===== src/rtl/traffic_interval_timer.sv =====
// Interval timer for the intersection controller: a prescaled seconds counter
// compared against short/long lengths latched on each ST restart.
module traffic_interval_timer #(
   parameter int CLK_DIV   = 50000000,
   parameter int CNT_W     = 8,
   parameter int DEF_SHORT = 5,
   parameter int DEF_LONG  = 30
) (
   input  logic             clk,
   input  logic             rst,
   input  logic             ST,
   input  logic [CNT_W-1:0] short_len,
   input  logic [CNT_W-1:0] long_len,
   output logic             TS,
   output logic             TL,
   output logic             tick,
   output logic [CNT_W-1:0] elapsed
);

   localparam int               PW        = (CLK_DIV > 1) ? $clog2(CLK_DIV) : 1;
   localparam logic [PW-1:0]    PRESC_MAX = PW'(CLK_DIV - 1);
   localparam logic [CNT_W-1:0] CNT_MAX   = '1;
   localparam logic [CNT_W-1:0] DEF_S     = CNT_W'(DEF_SHORT);
   localparam logic [CNT_W-1:0] DEF_L     = CNT_W'(DEF_LONG);

   logic [PW-1:0]    presc_q,   presc_d;
   logic [CNT_W-1:0] elapsed_q, elapsed_d;
   logic [CNT_W-1:0] short_q,   short_d;
   logic [CNT_W-1:0] long_q,    long_d;
   logic             tick_q,    tick_d;
   logic             tick_cond;

   always_comb begin
      presc_d   = presc_q;
      elapsed_d = elapsed_q;
      short_d   = short_q;
      long_d    = long_q;
      tick_cond = (presc_q == PRESC_MAX);
      if (ST) begin
         // Restart wins over a coincident tick; that tick is simply lost.
         presc_d   = '0;
         elapsed_d = '0;
         short_d   = short_len;
         long_d    = long_len;
      end else begin
         presc_d = tick_cond ? '0 : presc_q + 1'b1;
         if (tick_cond && (elapsed_q != CNT_MAX)) begin
            elapsed_d = elapsed_q + 1'b1;
         end
      end
      tick_d = (presc_d == PRESC_MAX);
   end

   always_ff @(posedge clk or posedge rst) begin
      if (rst) begin
         presc_q   <= '0;
         elapsed_q <= '0;
         short_q   <= DEF_S;
         long_q    <= DEF_L;
         tick_q    <= 1'b0;
      end else begin
         presc_q   <= presc_d;
         elapsed_q <= elapsed_d;
         short_q   <= short_d;
         long_q    <= long_d;
         tick_q    <= tick_d;
      end
   end

   // Outputs come from registers only: the controller builds ST from TS/TL.
   assign TS      = (elapsed_q >= short_q);
   assign TL      = (elapsed_q >= long_q);
   assign tick    = tick_q;
   assign elapsed = elapsed_q;

endmodule


===== config.mk =====
export PLATFORM = sky130hd
export DESIGN_NAME = traffic_interval_timer
export DESIGN_NICKNAME = d
export VERILOG_FILES = /design/src/rtl/traffic_interval_timer.sv
export SDC_FILE = /design/constraint.sdc
export NUM_CORES = 1
export LEC_CHECK = 0
export ABC_CLOCK_PERIOD_IN_PS = 3500
export CELL_PAD_IN_SITES_DETAIL_PLACEMENT = 1
export CELL_PAD_IN_SITES_GLOBAL_PLACEMENT = 1
export CORE_MARGIN = 1
export CORE_UTILIZATION = 30
export CTS_BUF_LIST = sky130_fd_sc_hd__clkbuf_2
export DETAILED_ROUTE_END_ITERATION = 7
export PLACE_DENSITY_LB_ADDON = 0.1
export SYNTH_ARGS = -nofsm -noshare
export SYNTH_HDL_FRONTEND = slang
export SYNTH_SLANG_ARGS = --single-unit

===== constraint.sdc =====
create_clock -name clk -period 3.5 [get_ports clk]
set_clock_uncertainty 0.1 [all_clocks]
set_input_delay 0.7 -clock clk [delete_from_list [all_inputs] [get_ports clk]]
set_output_delay 0.7 -clock clk [all_outputs]
set_load 0.01 [all_outputs]

; ---- Yosys cells after proc, flatten, opt, wreduce, memory -nomap -nowiden
; Index checks and enable logic that the tools add are counted.
[totals]
out_inout_bits = 11
input_bits = 19
elab_cells = 18
ff_bits = 51
[op_classes]
n_reduce_logical = 2
addsub = 2
mux = 4
n_eq_ne = 3
n_lt_le_gt_ge = 2
[op_table]
columns = op, n
row1 = 26-bit equality test (second input constant), 2
row2 = 26-bit two-way mux, 2
row3 = 26-bit by 1-bit adder with 26-bit output (second input constant), 1
row4 = 8-bit >= comparator, 2
row5 = 8-bit two-way mux, 2
row6 = 8-bit by 1-bit adder with 8-bit output (second input constant), 1
row7 = 8-bit inequality test (second input constant), 1
row8 = 2-bit nonzero test, 1
row9 = 1-bit logical AND, 1

; ---- Logic depth before layout (Yosys ltp)
[logic_depth]
word_depth = 4
ltp_mapped = 8
mapped_depth_nobuf = 8

; ---- Least setup slack after synthesis
; OpenSTA, ideal clock, no wires.
[synth_path]
path_type = register -> output
startpoint = register elapsed_q[0], in the netlist elapsed[0]
endpoint = output TL
stages_incl_launch_ff = 9
arrival_time_ns = 1.782
n_path_buf = 0
path_slack_ns = 0.918
t_required_ns = 2.700
cell_sequence = dfrtp_1 > inv_1 > ha_1 > nand2b_1 > a21o_1 > a21o_1 > a211o_1 > a21oi_1 > o21ai_0
[synth_via]
elab_chain_len = 1
[synth_rtl]
columns = element, line_no
row1 = from (decl), 27  ; logic [CNT_W-1:0] elapsed_q, elapsed_d;
row2 = from (signal assigned), 63  ; elapsed_q <= elapsed_d;
row3 = 8-bit >= comparator, 72  ; assign TL = (elapsed_q >= long_q);
row4 = to (decl), 15  ; output logic TL,
; Every way passes these cells.

; ---- Worst setup path in the final report
; Ends and elaborated chain as after synthesis.

==> reports/metrics.cfg <==
[global_route]
grt_antenna_before_repair = 0
grt-ovfl-total = 0
grt_use_total_pct = 15.6
grt_max_degree = 40
grt_pass1_wl_um = 12400
grt_pass1_vias = 2394

[detailed_routing]
via_per_inst = 4.85
drtPass1Iterations = 4
antenna_left = 0
drt-initial-drc-count = 58
routed_wl_um = 7080
routedWlPerCell_um = 14.7
post-route-drc-count = 0
route.vias.total = 2332

[worst_setup_path]
critPathArrivalTime_ns = 2.47
worstPathMaxFanout = 2
worstSetupPathType = flop to output pin
r2r_slack_ns = 0.73
critPathCapture = TL
required_ns = 2.70
endpoint_kind = output pin
worst-r2r-cell-count = 6
crit_path_start_kind = flop
crit_path_start = elapsed[0]
r2r_end = tick
reg2reg_from = presc_q[7]

[final_layout]
syn_to_final_growth_pct = 17.6
final_layout_size_suffix_gt1_share_pct = 10.8
nets = 388
n_fill_cell = 1128
regArea_um2 = 1280
utilization_pct = 37.0
multiInputGateArea_um2 = 1550
antenna_cells = 0

[sta]
clock.fmax_mhz = 306
hold_ws_ns = 0.367
setup_ws_ns = 0.230
fin_tns_setup_ns = 0
max_slew_margin_pct = 60.3
finalHoldViolCount = 0
setup_violations = 0
slew_violations = 0
fin_crit_sh_pct = 93.4
grt_setup_unrepaired = no
worst_pin_slew_ns = 0.590
period_needed_ns = 3.27

[pwr]
power_density_nw_per_um2 = 302
peakVddDrop_mv = 0.134
p_leak_nw = 1.47

[die]
initial_core_util_pct = 31.4
die-area_um2 = 10200
chipHeight_um = 101
coreArea_um2 = 9370
io_pins = 30
chipWidth_um = 101
rows = 35

[yosys]
synth.avg_cell_area_um2 = 9.27
async_flop_share_pct = 100
synthFlopType = dfrtp_1
synth_nets = 355
synthCells = 318
yosysUniqueCellTypes = 47
syn_area_um2 = 2950
ys_ff_latch = 51
yosysSeqAreaShare_pct = 43.6
synth_edf_count = 0
yosys_warnings = 0

[clocking]
path_clk_slew_ns = 0.30
clock-sinks = 51
cts_inserted_buffers = 5
cts_buffer_depth = 2
cts-root-buf = clkbuf_2
cts_tree = yes
cts_max_level = 2
clk_latency_ns = 0.47
postCtsHoldBufs = 0

[hold_path]
min_path_type = primary input to asynchronous set/reset pin

[run]
maxCapViolCount = 0

[placement]
dp_slack_ns = 0.351
place_congestion = 0.714
portBuffers = 29
hpwl_um = 5190

[status]
status = finished, final reports clean

[report_power, final]
group	switching, mW	total [mW]	internal, mW
clock	0.214	0.265	0.0512
combinational	0.0764	0.149	0.0724
sequential	0.0144	0.633	0.618
[metrics by stage]
stage / instances / area [um^2] / total power [mW]
floorplan: 318 / 2950 / 0.727
detailed placement: 471 / 3400 / 0.790
CTS: 480 / 3460 / 1.06
finish: 481 / 3470 / 1.05
global placement: 471 / 3400 / 0.787
global route: 481 / 3470 / 1.11
[critical path, cell delays in order, from the launching register on]
cell and delay (ns):
dfrtp_1 0.42, inv_1 0.06, ha_1 0.28, nand2b_1 0.15, a21o_1 0.18, a21o_1 0.18, a211o_1 0.31, a21oi_2 0.14
o21ai_1 0.08, clkdlybuf4s15_1 0.23
[kinds of logic after synthesis]
family / share of synthesized area (%)
simple gates: 23.9
mux: 1.53
xor+xnor: 7.73
fa+ha+maj: 7.64
flops: 43.6
buf+inv: 4.08
compound gates: 11.5
[Yosys cell counts (2+ instances only)]
library cell | instances | area [um^2]
a2111oi_2 | 2 | 30.0
a211o_1 | 2 | 17.5
a21o_1 | 6 | 45.0
a21oi_1 | 13 | 65.1
and3_1 | 6 | 37.5
clkbuf_1 | 10 | 37.5
dfrtp_1 | 45 | 1130
dfstp_2 | 6 | 158
ha_1 | 18 | 225
inv_1 | 20 | 75.1
mux2_2 | 4 | 45.0
nand2_1 | 33 | 124
nand2b_1 | 4 | 25.0
nand3_1 | 12 | 60.1
nand3b_1 | 2 | 15.0
nand4_1 | 8 | 50.1
nand4b_1 | 2 | 17.5
nor2_1 | 34 | 128
nor2b_1 | 2 | 12.5
nor3_1 | 9 | 45.0
nor3b_1 | 2 | 15.0
o21a_1 | 2 | 15.0
o21ai_0 | 22 | 110
or3_1 | 5 | 31.3
or4_1 | 3 | 22.5
xnor2_1 | 12 | 105
xor2_1 | 14 | 123
[layout make-up]
| type | instances | area share, % |
|---|---|---|
| sequential | 51 | 37.0 |
| multi-input combinational | 236 | 44.8 |
| clock inverter | 3 | 0.686 |
| clock buffer | 5 | 0.722 |
| inverter | 20 | 2.17 |
| timing repair buffer | 37 | 9.96 |
| tap | 129 | 4.66 |
[layer usage]
layer	global-route usage [%]	wire [um]	vias up
li1	-	-	1169
met1	23.7	3880	1136
met2	23.0	3000	20
met3	2.50	118	7
met4	3.68	72	0
met5	0	0	-
[registers in the layout (all words and copies together), names as in the netlist]
| name | cells |
|---|---|
| presc_q | 26 |
| long_q | 8 |
| short_q | 8 |
| elapsed | 8 |
| tick | 1 |
[repair_timing]
| action | 4_1_cts | 5_1_grt |
|---|---|---|
| endpoints found under the hold margin | 0 | 0 |
| setup endpoints to repair | 2 | 2 |
| buffers inserted | 1 | 1 |
| gates resized for setup | 2 | 5 |
[layout by cell type (no fill, tap or decap), types with 3 or more instances in the layout]
master	count
xor2_1	14
and3_1	6
mux2_2	4
nor3_1	9
or3_1	5
a21oi_1	12
inv_1	19
clkdlybuf4s50_1	27
dfstp_2	6
a21o_1	6
clkbuf_2	6
or4_1	3
o21ai_0	21
nand2b_1	4
nand4_1	8
nor2_1	34
nand2_1	33
dfrtp_1	45
buf_4	8
ha_1	18
nand3_1	12
xnor2_1	12
[worst min-delay path by stage]
stage	end	slack [ns]	cells after the start
after CTS	presc_q[14]	0.36	2
after global routing	presc_q[14]	0.37	2
after global placement	long_q[3]	0.39	2
final	presc_q[14]	0.37	2
after detailed placement	long_q[4]	0.40	2
after floorplan	long_q[1]	0.36	2
No activity file was read; power rests on OpenSTA's default activity.
==> edit: new RTL, same flow settings <==
Add an input register stage for `short_len`, cleared by the reset; this delays it by one clock. The other inputs are not delayed to match.
--- a/src/rtl/traffic_interval_timer.sv
+++ b/src/rtl/traffic_interval_timer.sv
@@ -24,4 +24,14 @@
    localparam logic [CNT_W-1:0] DEF_L     = CNT_W'(DEF_LONG);
 
+   logic [CNT_W-1:0] short_len_q;
+
+   always_ff @(posedge clk or posedge rst) begin
+      if (rst) begin
+         short_len_q <= '0;
+      end else begin
+         short_len_q <= short_len;
+      end
+   end
+
    logic [PW-1:0]    presc_q,   presc_d;
    logic [CNT_W-1:0] elapsed_q, elapsed_d;
@@ -41,5 +51,5 @@
          presc_d   = '0;
          elapsed_d = '0;
-         short_d   = short_len;
+         short_d   = short_len_q;
          long_d    = long_len;
       end else begin
Check against the original RTL: not equivalent (a bounded check fails within 4 cycles, from zero or initial values and one cycle with rst high).
==> edit against the original RTL <==
- utilization is 0.18 points lower
- sequential cell count is 8 higher
- setup slack better by 0.025 ns
- design area is 4.3% higher
- routed wire length is 1.0% lower
- clock power is 60% higher
- power is 19% higher
- synthesized area is 3.2% higher
- fmax is 0.78% higher
- critical path depth is 1 higher
- largest power group unchanged
==> edit: results (changes against the original RTL) <==
* First-pass GRT wire length at 11900 um (-3.9%)
* DRT Wirelength at 7010 um (-1.0%)
* RD Place Congestion at 0.767 (+7.4%)
* Worst-Margin Slew at 0.692 ns (+0.102 ns)
* Leading cell types by total area after synthesis: dfrtp_1, ha_1, xor2_1, dfstp_2, nor2_1
* HP Class: flop to flop
* H-tree levels at 3 (+1)
* Post-synthesis cell count at 300 (-5.7%)
* Crit path arrival time at 2.45 ns (-0.02 ns)
* Leak pwr at 1.59 nW (+8.1%)
* Initial DRC Count at 84 (+45%)
* Status: finished, final reports clean
* Max VDD drop at 0.133 mV (-1.1%)
* Worst-path clk slew at 0.16 ns (-0.14 ns)
* Gr usage total at 15.2% (-0.45 points)
* Grt ovf at 0 (unchanged)
* Yosys Warn Count at 0 (unchanged)
* Routed length on met3 at 229 um (+94%)
* Post-synth top cells: dfrtp_1, nor2_1, nand2_1, xor2_1
* Number of global-route vias before repair at 2396 (+0.084%)
* Crit-path max FO at 2 (unchanged)
* Initial antenna violation count at 0 (unchanged)
* Placed Area at 3500 um2 (+2.8%)
* Largest net degree at the start of global routing at 40 (unchanged)
* Ratio of cells with drive above 1 in the final layout at 12.5% (+1.7 points)
* Part of the Yosys area used for sequential elements at 48.8% (+5.2 points)
* Dpl ws at 0.444 ns (+0.0931 ns)
* Biggest register: presc_q
* Via Count at 2248 (-3.6%)
* NumNets Final at 376 (-3.1%)
* CTS buffer count at 9 (+4)
* Library cells used by synthesis at 41 (-13%)
* Mapped Nets at 337 (-5.1%)
* DR WL met2 at 3420 um (+14%)
* Finished Layout Cells at 477 (-0.83%)
* DP HPWL at 4990 um (-3.8%)
* Placed insts at 459 (-2.5%)
* WL met1 at 3280 um (-15%)
* Antenna Cells at 0 (unchanged)
-- edit: changes by cell type in the layout (fill, tap and decap cells not counted), sizes merged, moves of 5 or more --
| cell | unedited run | this run |
|---|---|---|
| o21ai | 22 | 17 |
| a21oi | 13 | 7 |
| dfrtp | 45 | 53 |
| xor2 | 14 | 19 |
| clkbuf | 6 | 12 |
| nand2 | 33 | 26 |
-- edit: path summary, 6_finish.rpt --
| kind | startpoint | to | slack, ns | cells after the start |
|---|---|---|---|---|
| worst max register to register | presc_q[0]$_DFF_PP0_ | tick$_DFF_PP0_ | 0.57 | 8 |
| max in group asynchronous | rst | long_q[4]$_DFFE_PP1P_ | 2.03 | 3 |
| worst max-delay path | elapsed[0]$_DFFE_PP0P_ | TL | 0.25 | 10 |
| min in group asynchronous | rst | presc_q[1]$_DFF_PP0_ | 0.52 | 2 |
| worst min-delay path | short_len_q[6]$_DFF_PP0_ | short_q[6]$_DFFE_PP0P_ | 0.36 | 2 |
| worst min register to register | short_len_q[6]$_DFF_PP0_ | short_q[6]$_DFFE_PP0P_ | 0.36 | 2 |
-- edit: layer usage --
layer	track usage [%]	vias up
met5	0	-
met4	4.29	0
met3	5.02	7
met2	26.1	30
met1	18.0	1101
li1	-	1110
-- edit: where the power goes --
group / internal, mW / switching (mW) / total (mW)
sequential: 0.711 / 0.0100 / 0.721
combinational: 0.0477 / 0.0566 / 0.104
clock: 0.169 / 0.254 / 0.423
total: 0.927 / 0.321 / 1.25
-- edit: cell families after synthesis --
kind of cell	share of synthesized area, %
AOI/OAI and AO/OA	7.28
muxes	1.77
xor gates and xnor gates	8.64
buffers and inverters	3.46
DFF	48.8
and+or+nand+nor	22.7
adders and majority gates	7.40
-- edit: worst max-delay path, cell delays in order (launching register included) --
cell           delay (ns)
dfrtp_1              0.39
inv_1                0.07
ha_1                 0.28
nand2b_1             0.13
a21o_1               0.19
a21o_1               0.17
a21oi_1              0.14
nor2b_1              0.06
o21ai_0              0.16
a21oi_1              0.09
dlygate4sd2_1        0.29
-- edit: cell type report --
| type | count | area (um2) |
|---|---|---|
| Clock buffer | 12 | 60.1 |
| Fill cell | 1155 | 6210 |
| Clock inverter | 4 | 42.5 |
| Multi-Input combinational cell | 215 | 1450 |
| Sequential cell | 59 | 1480 |
| Timing Repair Buffer | 36 | 340 |
| Tap cell | 133 | 166 |
| Inverter | 18 | 67.6 |
-- edit: what timing repair did --
item	4_1_cts	5_1_grt
buffers inserted	1	1
setup endpoints to repair	2	2
cloned	0	0
gates resized for setup	2	1
